--- config.mk ---
export PLATFORM = sky130hd
export DESIGN_NAME = io_port_unit
export DESIGN_NICKNAME = d
export VERILOG_FILES = /design/src/rtl/io_pkg.sv /design/src/rtl/io_fifo.sv /design/src/rtl/io_port_unit.sv
export SDC_FILE = /design/constraint.sdc
export NUM_CORES = 1
export LEC_CHECK = 0
export BUFFER_PORTS_ARGS = -buffer_cell sky130_fd_sc_hd__buf_2
export CAP_MARGIN = 40
export CORE_UTILIZATION = 48
export DETAILED_ROUTE_END_ITERATION = 16
export GPL_TIMING_DRIVEN = 1
export PLACE_DENSITY = 0.74
export REMOVE_ABC_BUFFERS = 1
export SLEW_MARGIN = 20
export SYNTH_ARGS = -nofsm -noshare
export SYNTH_HDL_FRONTEND = slang
export SYNTH_SLANG_ARGS = --single-unit
export TNS_END_PERCENT = 5
--- constraint.sdc ---
create_clock -name clk -period 2.1 [get_ports clk]
set_input_delay 0.42 -clock clk [delete_from_list [all_inputs] [get_ports clk]]
set_output_delay 0.42 -clock clk [all_outputs]
set_load 0.05 [all_outputs]
--- src/rtl/io_pkg.sv ---
// io_pkg: definitions shared by the I/O port unit and its input FIFO.
//   irq_state_t  : states of the interrupt handshake FSM
//   DEF_DATA_W   : default data word width
//   DEF_IN_DEPTH : default input FIFO depth (power of two, >= 2)
package io_pkg;

    localparam int DEF_DATA_W   = 16;
    localparam int DEF_IN_DEPTH = 4;

    typedef enum logic [1:0] {
        IRQ_IDLE    = 2'd0,
        IRQ_REQ     = 2'd1,
        IRQ_SERVICE = 2'd2
    } irq_state_t;

endpackage

--- src/rtl/io_fifo.sv ---
// io_fifo: synchronous FIFO with asynchronous active-high reset.
// Ports:
//   clk, rst          clock / async reset (clears pointers and count)
//   push, push_data   write request; refused when full, even if popping
//   pop               read request; ignored when empty
//   head              current head entry, 0 when empty (combinational)
//   count             occupancy, 0..DEPTH
//   full, empty       occupancy flags
module io_fifo
    import io_pkg::*;
#(
    parameter int DATA_W = DEF_DATA_W,
    parameter int DEPTH  = DEF_IN_DEPTH,
    parameter int CNT_W  = $clog2(DEPTH) + 1
) (
    input  logic              clk,
    input  logic              rst,
    input  logic              push,
    input  logic [DATA_W-1:0] push_data,
    input  logic              pop,
    output logic [DATA_W-1:0] head,
    output logic [CNT_W-1:0]  count,
    output logic              full,
    output logic              empty
);

    localparam int PTR_W = $clog2(DEPTH);

    logic [DEPTH-1:0][DATA_W-1:0] mem_q;
    logic [PTR_W-1:0]             wr_ptr_q, wr_ptr_d;
    logic [PTR_W-1:0]             rd_ptr_q, rd_ptr_d;
    logic [CNT_W-1:0]             count_q, count_d;
    logic                         push_ok, pop_ok;

    assign full    = (count_q == CNT_W'(DEPTH));
    assign empty   = (count_q == '0);
    assign push_ok = push && !full;
    assign pop_ok  = pop && !empty;
    assign count   = count_q;
    assign head    = empty ? '0 : mem_q[rd_ptr_q];

    // Pointers are exactly log2(DEPTH) wide, so +1 wraps modulo DEPTH.
    always_comb begin
        wr_ptr_d = wr_ptr_q;
        rd_ptr_d = rd_ptr_q;
        count_d  = count_q;
        if (push_ok) wr_ptr_d = wr_ptr_q + PTR_W'(1);
        if (pop_ok)  rd_ptr_d = rd_ptr_q + PTR_W'(1);
        case ({push_ok, pop_ok})
            2'b10:   count_d = count_q + CNT_W'(1);
            2'b01:   count_d = count_q - CNT_W'(1);
            default: count_d = count_q;
        endcase
    end

    always_ff @(posedge clk or posedge rst) begin
        if (rst) begin
            wr_ptr_q <= '0;
            rd_ptr_q <= '0;
            count_q  <= '0;
        end else begin
            wr_ptr_q <= wr_ptr_d;
            rd_ptr_q <= rd_ptr_d;
            count_q  <= count_d;
        end
    end

    // Storage needs no reset: stale entries are never visible while empty.
    always_ff @(posedge clk) begin
        if (push_ok) mem_q[wr_ptr_q] <= push_data;
    end

endmodule

--- src/rtl/io_port_unit.sv ---
// io_port_unit: peripheral side of the core's I/O interface.
//   - buffers external words in an input FIFO; the head word drives the
//     core's input port and is consumed by cpu_in_rd
//   - latches OUT data onto out_port with a one-cycle out_strobe
//   - raises irq while input data waits, with ack / done handshake
// Ports:
//   clk, rst                          clock / async active-high reset
//   ext_in_data/valid/ready           external input stream
//   cpu_in_data, cpu_in_rd            core input port and consume strobe
//   cpu_out_wr, cpu_out_data          core OUT write
//   out_port, out_strobe              registered external output
//   irq_en, irq, irq_ack, irq_done    interrupt handshake
//   in_count                          FIFO occupancy
//   in_ovf                            sticky drop flag
// Configuration: define IO_IN_OVERFLOW_EN to record dropped input words
// in in_ovf; otherwise in_ovf is tied to 0.
module io_port_unit
    import io_pkg::*;
#(
    parameter int DATA_W   = DEF_DATA_W,
    parameter int IN_DEPTH = DEF_IN_DEPTH,
    parameter int CNT_W    = $clog2(IN_DEPTH) + 1
) (
    input  logic              clk,
    input  logic              rst,
    input  logic [DATA_W-1:0] ext_in_data,
    input  logic              ext_in_valid,
    output logic              ext_in_ready,
    output logic [DATA_W-1:0] cpu_in_data,
    input  logic              cpu_in_rd,
    input  logic              cpu_out_wr,
    input  logic [DATA_W-1:0] cpu_out_data,
    output logic [DATA_W-1:0] out_port,
    output logic              out_strobe,
    input  logic              irq_en,
    output logic              irq,
    input  logic              irq_ack,
    input  logic              irq_done,
    output logic [CNT_W-1:0]  in_count,
    output logic              in_ovf
);

    logic fifo_full, fifo_empty;

    io_fifo #(
        .DATA_W (DATA_W),
        .DEPTH  (IN_DEPTH),
        .CNT_W  (CNT_W)
    ) u_fifo (
        .clk       (clk),
        .rst       (rst),
        .push      (ext_in_valid),
        .push_data (ext_in_data),
        .pop       (cpu_in_rd),
        .head      (cpu_in_data),
        .count     (in_count),
        .full      (fifo_full),
        .empty     (fifo_empty)
    );

    assign ext_in_ready = !fifo_full;

    // ---------------- output register ----------------
    logic [DATA_W-1:0] out_port_q, out_port_d;
    logic              out_strobe_q, out_strobe_d;

    always_comb begin
        out_port_d   = cpu_out_wr ? cpu_out_data : out_port_q;
        out_strobe_d = cpu_out_wr;
    end

    always_ff @(posedge clk or posedge rst) begin
        if (rst) begin
            out_port_q   <= '0;
            out_strobe_q <= 1'b0;
        end else begin
            out_port_q   <= out_port_d;
            out_strobe_q <= out_strobe_d;
        end
    end

    assign out_port   = out_port_q;
    assign out_strobe = out_strobe_q;

    // ---------------- overflow flag ----------------
`ifdef IO_IN_OVERFLOW_EN
    logic in_ovf_q, in_ovf_d;
    logic ovf_evt, pop_ok;

    // A push into a full FIFO is dropped even if a pop happens alongside.
    assign ovf_evt = ext_in_valid && fifo_full;
    assign pop_ok  = cpu_in_rd && !fifo_empty;

    always_comb begin
        in_ovf_d = in_ovf_q;
        if (ovf_evt)     in_ovf_d = 1'b1;
        else if (pop_ok) in_ovf_d = 1'b0;
    end

    always_ff @(posedge clk or posedge rst) begin
        if (rst) in_ovf_q <= 1'b0;
        else     in_ovf_q <= in_ovf_d;
    end

    assign in_ovf = in_ovf_q;
`else
    assign in_ovf = 1'b0;
`endif

    // ---------------- interrupt FSM ----------------
    // irq is registered and is high exactly while in IRQ_REQ. Ack wins over
    // done and over a simultaneous enable drop; a request is not withdrawn
    // when the FIFO drains, only when irq_en goes low.
    irq_state_t irq_state_q;
    logic       irq_q;

    always_ff @(posedge clk or posedge rst) begin
        if (rst) begin
            irq_state_q <= IRQ_IDLE;
            irq_q       <= 1'b0;
        end else begin
            case (irq_state_q)
                IRQ_IDLE: begin
                    if (irq_en && !fifo_empty) begin
                        irq_state_q <= IRQ_REQ;
                        irq_q       <= 1'b1;
                    end
                end
                IRQ_REQ: begin
                    if (irq_ack) begin
                        irq_state_q <= IRQ_SERVICE;
                        irq_q       <= 1'b0;
                    end else if (!irq_en) begin
                        irq_state_q <= IRQ_IDLE;
                        irq_q       <= 1'b0;
                    end
                end
                IRQ_SERVICE: begin
                    irq_q <= 1'b0;
                    if (irq_done) irq_state_q <= IRQ_IDLE;
                end
                default: begin
                    irq_state_q <= IRQ_IDLE;
                    irq_q       <= 1'b0;
                end
            endcase
        end
    end

    assign irq = irq_q;

endmodule

==> results.json, run 1 <==
{
  "cts_sinks": 91,
  "max_freq_mhz": 449,
  "finalWorstSetupSlack_ns": -0.126,
  "ys_seq_elements": 91,
  "p_leak_nw": 1.81,
  "crit_arrival_ns": 1.81,
  "fp-row-count": 31,
  "hold_violations": 0,
  "r2r_slack_ns": -0.02,
  "yosysWarningCount": 0,
  "regToRegEndpoint": "u_fifo.count[2]$_DFFE_PP0P_",
  "vdd_drop_max_uv": 689,
  "outcome": "finished with violations",
  "syn_to_final_growth_pct": 25.4,
  "start_util": 0.498,
  "cts_root_buf": "clkbuf_8",
  "rsz0062_at_grt": "yes",
  "drive_gt1_frac": 0.558,
  "clock_power_share": 0.137,
  "critPathCaptureType": "primary output",
  "regToRegStartpoint": "u_fifo.count[1]$_DFFE_PP0P_",
  "powerDensity_nw_per_um2": 1590,
  "vias_per_cell": 4.95,
  "grt_max_degree": 28,
  "io_pins": 79,
  "cts_buffer_depth": 2,
  "gr-total-overflow": 0,
  "finalCoreUtilization": 0.624,
  "synthCells": 191,
  "crit_path_max_fanout": 5,
  "coreArea_um2": 7290,
  "syn-cell-area_um2": 3630,
  "whs_ns": 0.116,
  "netlist.area_leader.share": 0.529,
  "clkLatencyLatePin_ns": 0.35,
  "drc": 0,
  "h-tree-depth": 3,
  "antenna_left": 0,
  "p_switching_mw": 2.78,
  "p_sw_frac": 0.384,
  "synth.area.top_cells": "edfxtp_1 (53%), dfrtp_1 (19%), mux4_2 (9.3%)",
  "power_frac_seq": 0.343,
  "synth_cell_types": 31,
  "place_ws_ns": 0.0102,
  "reg2reg_depth": 9,
  "violations": "negative setup slack",
  "dpl.hpwl_um": 4060,
  "antenna_found_initial": 0,
  "first_iter_violations": 124,
  "tns_ns": -1.81,
  "dieArea_um2": 7910,
  "hold_path_class": "in2async",
  "dieHeight_um": 89.0,
  "grt_use_total": 0.169,
  "grt_pass1_vias": 1935,
  "dieWidth_um": 89.0,
  "cts_buffers": 9,
  "timing.final.crit_share": 1.06,
  "holdBufCountCts": 0,
  "grt_first_pass_wirelength_um": 9350,
  "p_int_mw": 4.46,
  "drt_wl_total_um": 6040,
  "synth_top_cell_by_area": "edfxtp_1",
  "drv_cap": 0,
  "fin_worst_skew_ns": 0.00613,
  "synth-seq-area-share": 0.716,
  "portBuffers": 77,
  "first_pass_iters": 4,
  "cts_tree": "done",
  "path_clk_slew_ns": 0.08,
  "drv_slew": 0,
  "power_mw": 7.24,
  "worstPathRequired_ns": 1.68,
  "synth_area_per_cell_um2": 19.0,
  "worstSetupPathType": "reg2out",
  "combPwrFrac": 0.520,
  "setup_viol": 17,
  "diodes": 0,
  "detail_route.wl_per_cell_um": 15.7,
  "num_vias": 1901,
  "nets": 326,
  "start_kind": "register",
  "gp_congestion": 0.702,
  "layout_min_cycle_time_ns": 2.23
}
## cells by family (layout without fill, tap and decap cells)
kind of cell / after synthesis / after routing / share of synthesized area
compound gates: 3 / 3 / 0.00517
xor+xnor: 6 / 6 / 0.0145
fa+ha+maj: 6 / 6 / 0.0228
buf+inv: 16 / 110 / 0.0255
flops: 91 / 91 / 0.716
mux: 34 / 34 / 0.157
other cells: 1 / 1 / 0.00103
simple gates: 34 / 34 / 0.0586
## sequential cells by signal, indices dropped and copies added, names as in the netlist
| register | count |
|---|---|
| u_fifo.mem_q | 64 |
| out_port | 16 |
| u_fifo.count | 3 |
| irq_state_q | 2 |
| u_fifo.rd_ptr_q | 2 |
| u_fifo.wr_ptr_q | 2 |
| irq | 1 |
| out_strobe | 1 |
## cell usage after synthesis, drive strengths merged
cell	n
o21ai	2
fa	1
mux4	16
or3	1
o311ai	1
inv	7
buf	7
nand2	3
mux2	17
nor2	2
or3b	1
clkbuf	2
nor3b	1
xor2	3
nand2b	1
ha	5
and3	4
nand3b	1
and2	18
mux2i	1
nand3	2
edfxtp	64
conb	1
dfrtp	27
xnor2	3
## metal layers
metal / routed length (um) / global-route usage
met5: 0 / 0
met4: 119 / 0.0952
met3: 181 / 0.0295
met2: 3260 / 0.287
met1: 2490 / 0.207
## cells in the final DEF, fill, tap and decap left out, drive strengths merged, types with 2 or more instances in the layout
master	n
and3	4
xnor2	3
nand2	3
xor2	3
nand3	2
mux2	17
edfxtp	64
o21ai	2
nor2	2
mux4	16
dfrtp	27
clkbuf	12
and2	18
inv	7
buf	86
clkinvlp	2
ha	5
clkinv	3
## critical path, stage by stage, from the launching register on
cell       delay, ns
dfrtp_2         0.49
clkbuf_16       0.19
mux4_2          0.48
and2_4          0.15
buf_8           0.14
## worst max-delay path by stage
stage	startpoint	endpoint	slack [ns]	cells past startpoint
after global routing	u_fifo.rd_ptr_q[0]$_DFFE_PP0P_	cpu_in_data[3]	-0.17	4
after global placement	u_fifo.count[1]$_DFFE_PP0P_	u_fifo.count[2]$_DFFE_PP0P_	0.05	9
after detailed placement	u_fifo.count[1]$_DFFE_PP0P_	u_fifo.count[2]$_DFFE_PP0P_	0.01	9
after CTS	u_fifo.rd_ptr_q[0]$_DFFE_PP0P_	cpu_in_data[8]	-0.13	4
final	u_fifo.rd_ptr_q[0]$_DFFE_PP0P_	cpu_in_data[6]	-0.13	4
after floorplan	u_fifo.count[2]$_DFFE_PP0P_	u_fifo.count[2]$_DFFE_PP0P_	-0.38	9
## area by class of cell
class | count | area [um2]
Sequential cell | 91 | 2600
Multi-Input combinational cell | 84 | 986
Fill cell | 556 | 2740
Tap cell | 99 | 124
Clock buffer | 11 | 131
Inverter | 7 | 26.3
Timing Repair Buffer | 87 | 657
Clock inverter | 5 | 30.0
## power by group through the flow
stage / sequential (mW) / combinational, mW / clock (mW)
2_1_floorplan: 2.84 / 1.86 / 0
3_3_place_gp: 2.49 / 2.96 / 0
3_5_place_dp: 2.51 / 2.99 / 0
4_1_cts: 2.47 / 3.47 / 1.01
5_1_grt: 2.52 / 4.00 / 1.08
6_report: 2.48 / 3.77 / 0.992
## what timing repair did
item | in CTS | in global routing
setup buffers | 1 | 0
gates resized for setup | 43 | 24
endpoints found under the setup margin | 17 | 18
pin swaps | 1 | 11
gates cloned | 0 | 1
## metrics by stage
step / instances / area (um2)
after global placement: 366 / 4160
final: 384 / 4550
after global routing: 384 / 4550
after detailed placement: 366 / 4160
after CTS: 383 / 4460
after floorplan: 182 / 3560
Note: power is estimated with default switching activity, not from simulation.
==> inputs of run 2 (changes only) <==
==> constraint.sdc (replaced) <==
create_clock -name clk -period 2.1 [get_ports clk]
set_input_delay 0.21 -clock clk [delete_from_list [all_inputs] [get_ports clk]]
set_output_delay 0.21 -clock clk [all_outputs]
set_load 0.05 [all_outputs]
==> run 2 against run 1 <==
Effect of this change: the flow now finishes without violations; core utilization down 1.8 points; worst hold slack lost 0.046 ns; first-iteration DRC count decreased by 13%; highest routed layer unchanged; routed wire length rose by 4.0%; register-to-register slack improved by 0.09 ns; global-route usage is 0.20 points lower; clock-buffer cell count decreased by 2; flip-flop and latch count unchanged; largest power group unchanged; fmax increased by 9.5%.
==> results.json, run 2 (synthesized netlist as in run 1, its figures left out) <==
{
  "outcome": "complete, no violations",
  "vdd_drop_max_uv": 724,
  "clkLatencyLatePin_ns": 0.35,
  "dieWidth_um": 89.0,
  "worstPathRequired_ns": 2.37,
  "grt_use_total": 0.167,
  "drv_slew": 0,
  "slowest_stage": "or3b_4",
  "final_cell_mix": "buf_2 (74), edfxtp_1 (64), dfrtp_1 (27)",
  "max_stage_delay_ns": 0.40,
  "grt_max_degree": 20,
  "busiest_layer": "met2",
  "hold_violations": 0,
  "num_vias": 1896,
  "start_util": 0.498,
  "drive_gt1_frac": 0.509,
  "largest_register_ffs": 64,
  "gr-total-overflow": 0,
  "gp_congestion": 0.712,
  "rsz0062_at_grt": "yes",
  "cts_root_buf": "clkbuf_8",
  "cts_buffers": 9,
  "mostFrequentLayoutCell": "buf_2",
  "top_register": "u_fifo.mem_q",
  "fp-row-count": 31,
  "grt_pass1_vias": 1833,
  "hold_path_class": "in2reg",
  "cts_sinks": 91,
  "grt_use_met3": 0.0526,
  "power_mw": 6.77,
  "grt_first_pass_wirelength_um": 9200,
  "finalCoreUtilization": 0.607,
  "cts_buffer_depth": 2,
  "first_pass_iters": 6,
  "vias_per_cell": 4.94,
  "max_freq_mhz": 492,
  "h-tree-depth": 3,
  "regArea_um2": 2600,
  "dieHeight_um": 89.0,
  "crit_path_max_fanout": 2,
  "io_pins": 79,
  "worst-slew-pin-transition_ns": 0.531,
  "cts_tree": "done",
  "dieArea_um2": 7910,
  "nets": 327,
  "powerDensity_nw_per_um2": 1530,
  "finalInstanceArea_um2": 4420,
  "drv_cap": 0,
  "antenna_left": 0,
  "coreArea_um2": 7290,
  "fill_cells": 555,
  "worstSetupPathType": "reg2reg",
  "fin_worst_skew_ns": 0.0111,
  "multi_input_area_um2": 962,
  "first_iter_violations": 108,
  "drt_wl_total_um": 6290,
  "layout_min_cycle_time_ns": 2.03,
  "crit_arrival_ns": 2.30,
  "dpl.hpwl_um": 4200,
  "syn_to_final_growth_pct": 21.9,
  "drc": 0,
  "grt_use_met2": 0.264,
  "p_leak_nw": 1.76,
  "portBuffers": 77,
  "antenna_found_initial": 0,
  "critPathCaptureType": "register",
  "tns_ns": 0,
  "dpl_cell_area_um2": 4140,
  "use_met1": 0.216,
  "detail_route.wl_per_cell_um": 16.4,
  "cp_cell_sequence": "or3b_4, and2_4, inv_2, ha_4, inv_2, fa_2, xor2_1, nor2_1, xor2_1",
  "slew_headroom": 0.646,
  "setup_viol": 0,
  "start_kind": "register",
  "path_clk_slew_ns": 0.08,
  "timing.final.crit_share": 0.968,
  "diodes": 0
}
[run 2: layer usage]
metal  up-vias  share of wire
li1        891              -
met1       960           0.42
met2        41           0.53
met3         4          0.040
met4         0         0.0081
met5         -              0
[run 2: area by class of cell]
class                      instances  area share
sequential                        91       0.587
inverter                           7     0.00594
clock buffer                       9      0.0280
multi-input combinational         84       0.217
tap                               99      0.0280
timing repair buffer              88       0.113
clock inverter                     6      0.0201
[run 2: where the power goes]
group          total [mW]  switching [mW]  internal (mW)
Combinational        3.07            1.98           1.09
Sequential           2.46           0.129           2.33
Clock                1.24           0.578          0.666
[run 2: final timing paths]
path | startpoint | endpoint | slack [ns] | depth (start not counted)
min in group asynchronous | rst | out_port[4]$_DFFE_PP0P_ | 0.44 | 3
worst min-delay path | ext_in_data[5] | u_fifo.mem_q[5]$_DFFE_PP_ | 0.07 | 1
worst max register to register | u_fifo.count[1]$_DFFE_PP0P_ | u_fifo.count[2]$_DFFE_PP0P_ | 0.07 | 9
max in group asynchronous | rst | u_fifo.rd_ptr_q[1]$_DFFE_PP0P_ | 1.06 | 4
worst max-delay path | u_fifo.count[1]$_DFFE_PP0P_ | u_fifo.count[2]$_DFFE_PP0P_ | 0.07 | 9
worst min register to register | irq_state_q[1]$_DFFE_PP0P_ | irq_state_q[0]$_DFFE_PP0P_ | 0.51 | 1
[run 2: worst max-delay path: cells and delay by family (launching register included)]
family                   cells  cell delay (ns)
XOR/XNOR                     2             0.29
AND/OR/NAND/NOR              3             0.67
flip-flops                   1             0.39
adder cells (fa/ha/maj)      2             0.51
buffers and inverters        2             0.10
[run 2: repair_timing]
item / in CTS / in global routing
buffers inserted: 0 / 1
endpoints found under the setup margin: 4 / 18
hold buffers: 1 / 0
resized for setup: 4 / 14
endpoints found under the hold margin: 13 / 0
pin swaps: 0 / 5
[run 2: through the flow]
step	worst slack, ns	instances	hold slack (ns)
3_5_place_dp	0.00957	367	0.267
4_1_cts	0.00178	383	0.0562
6_report	0.0677	384	0.0701
2_1_floorplan	-0.379	182	0.241
3_3_place_gp	0.0611	367	0.256
5_1_grt	-0.00825	384	0.0563
==> inputs of run 3 (changes only) <==
Settings changed: BUFFER_PORTS_ARGS -buffer_cell sky130_fd_sc_hd__buf_2 to not set, CORE_UTILIZATION 48 to 50, DONT_BUFFER_PORTS set to 1, PLACE_DENSITY 0.74 to 0.67.
==> run 3 against run 2 <==
Effect of this change: clock power is 4% lower; fmax is 1.3% lower; first-iteration DRC count is 32% lower; combinational power is 14% lower; core utilization is 2.8 points higher; largest cell class unchanged; critical endpoint unchanged; global-route usage is 2.0 points higher; critical path type unchanged; setup slack worse by 0.026 ns.
==> results.json, run 3 (synthesized netlist as in run 1, its figures left out) <==
{
  "gp_congestion": 0.668,
  "coreArea_um2": 6910,
  "vias_per_cell": 5.19,
  "drv_slew": 0,
  "grt_max_degree": 22,
  "hold_path_class": "in2reg",
  "setup_viol": 0,
  "diodes": 0,
  "clkLatencyLatePin_ns": 0.35,
  "outcome": "complete, no violations",
  "cp_common_cell": "xor2_1",
  "drc": 0,
  "start_util": 0.526,
  "io_pins": 79,
  "tns_ns": 0,
  "start_kind": "register",
  "timing.final.crit_share": 0.980,
  "portBuffers": 0,
  "drive_gt1_frac": 0.325,
  "drt_wl_total_um": 6550,
  "cp_cell_sequence": "or3b_4, and2_4, inv_4, ha_4, inv_1, fa_2, xor2_1, nor2_1, xor2_1",
  "gr-total-overflow": 0,
  "max_freq_mhz": 486,
  "h-tree-depth": 3,
  "layout_min_cycle_time_ns": 2.06,
  "hold_violations": 0,
  "grt_pass1_vias": 1968,
  "final_cell_mix": "edfxtp_1 (64), dlygate4sd3_1 (36), dfrtp_1 (27)",
  "cts_tree": "done",
  "top_register": "u_fifo.mem_q",
  "fill_cells": 510,
  "path_clk_slew_ns": 0.09,
  "dieHeight_um": 87.2,
  "crit_start": "u_fifo.count[1]$_DFFE_PP0P_",
  "max_stage_delay_ns": 0.41,
  "whs_ns": 0.0192,
  "cts_buffer_depth": 2,
  "slew_headroom": 0.664,
  "grt_first_pass_wirelength_um": 9940,
  "worstSetupPathType": "reg2reg",
  "fin_worst_skew_ns": 0.00500,
  "multi_input_area_um2": 970,
  "dieArea_um2": 7600,
  "cts_root_buf": "clkbuf_8",
  "p_leak_nw": 1.61,
  "slowest_stage": "or3b_4",
  "cts_sinks": 91,
  "final_cells": 342,
  "first_iter_violations": 73,
  "fp-row-count": 30,
  "min_from": "irq_ack",
  "crit_path_max_fanout": 3,
  "antenna_left": 0,
  "critPathCaptureType": "register",
  "antenna_found_initial": 0,
  "vdd_drop_max_uv": 791,
  "largest_register_ffs": 64,
  "regArea_um2": 2600,
  "dp_cells": 287,
  "drv_cap": 0,
  "dieWidth_um": 87.2,
  "powerDensity_nw_per_um2": 1470,
  "grt_use_total": 0.187,
  "cts_buffers": 9,
  "num_vias": 1776,
  "rsz0062_at_grt": "yes",
  "syn_to_final_growth_pct": 20.9,
  "detail_route.wl_per_cell_um": 19.2,
  "worstPathRequired_ns": 2.38,
  "first_pass_iters": 4,
  "crit_arrival_ns": 2.33,
  "regToRegStartpoint": "u_fifo.count[1]$_DFFE_PP0P_",
  "dpl.hpwl_um": 4080,
  "nets": 287,
  "mostFrequentLayoutCell": "edfxtp_1",
  "worst-slew-pin-transition_ns": 0.504
}
[run 3: cell types whose count changed in the layout (fill, tap and decap cells not counted), moves of 2 or more]
cell and delta:
and2_1 -10, and2_2 +10, buf_2 -74, buf_4 +2, buf_6 -3, bufinv_16 -2
clkbuf_16 +2, dlygate4sd3_1 +35, inv_2 -2
[run 3: timing repair]
action	CTS	global route
cloned	0	0
buffers inserted	2	1
endpoints found under the setup margin	2	10
gates resized for setup	3	14
hold buffers	33	3
pin swaps	2	4
hold endpoints to repair	107	4
[run 3: path summary, 6_finish.rpt]
check / endpoint / slack, ns / depth (start not counted)
setup / recovery: u_fifo.count[2]$_DFFE_PP0P_ / 0.04 / 9
hold / removal: irq_state_q[1]$_DFFE_PP0P_ / 0.02 / 2
setup reg to reg: u_fifo.count[2]$_DFFE_PP0P_ / 0.04 / 9
hold reg to reg: irq_state_q[0]$_DFFE_PP0P_ / 0.51 / 1
max in group asynchronous: u_fifo.count[1]$_DFFE_PP0P_ / 1.43 / 3
min in group asynchronous: irq_state_q[0]$_DFFE_PP0P_ / 0.23 / 2
[run 3: report_power, final]
part	total [mW]	switching (mW)	internal [mW]
sequential	2.62	0.292	2.32
combinational	2.63	1.76	0.872
clock	1.19	0.609	0.583
[run 3: per-stage QoR]
step | area [um2] | total power [mW] | worst slack [ns] | utilization
after floorplan | 3560 | 4.69 | -0.379 | -
after global placement | 3740 | 5.07 | 0.0509 | 0.542
after detailed placement | 3760 | 5.16 | -0.0754 | 0.544
after CTS | 4320 | 6.44 | 0.000175 | 0.626
after global routing | 4390 | 6.76 | -0.0361 | 0.635
final | 4390 | 6.44 | 0.0414 | 0.635
[run 3: cell type report]
type	instances	share of cell area
timing repair buffer	48	0.104
multi-input combinational	84	0.221
inverter	7	0.00656
clock buffer	11	0.0396
clock inverter	5	0.00884
tap	96	0.0274
sequential	91	0.592
[run 3: critical path, delay by kind of cell, from the launching register on]
family	cells	cell delay [ns]
fa+ha+maj	2	0.45
buf+inv	2	0.10
xor+xnor	2	0.32
simple gates	3	0.73
flops	1	0.40
[run 3: per-layer routing]
| metal | track usage | share of wire |
|---|---|---|
| met5 | 0 | 0 |
| met2 | 0.311 | 0.54 |
| met3 | 0.0578 | 0.048 |
| met4 | 0.0760 | 0.015 |
| met1 | 0.229 | 0.40 |
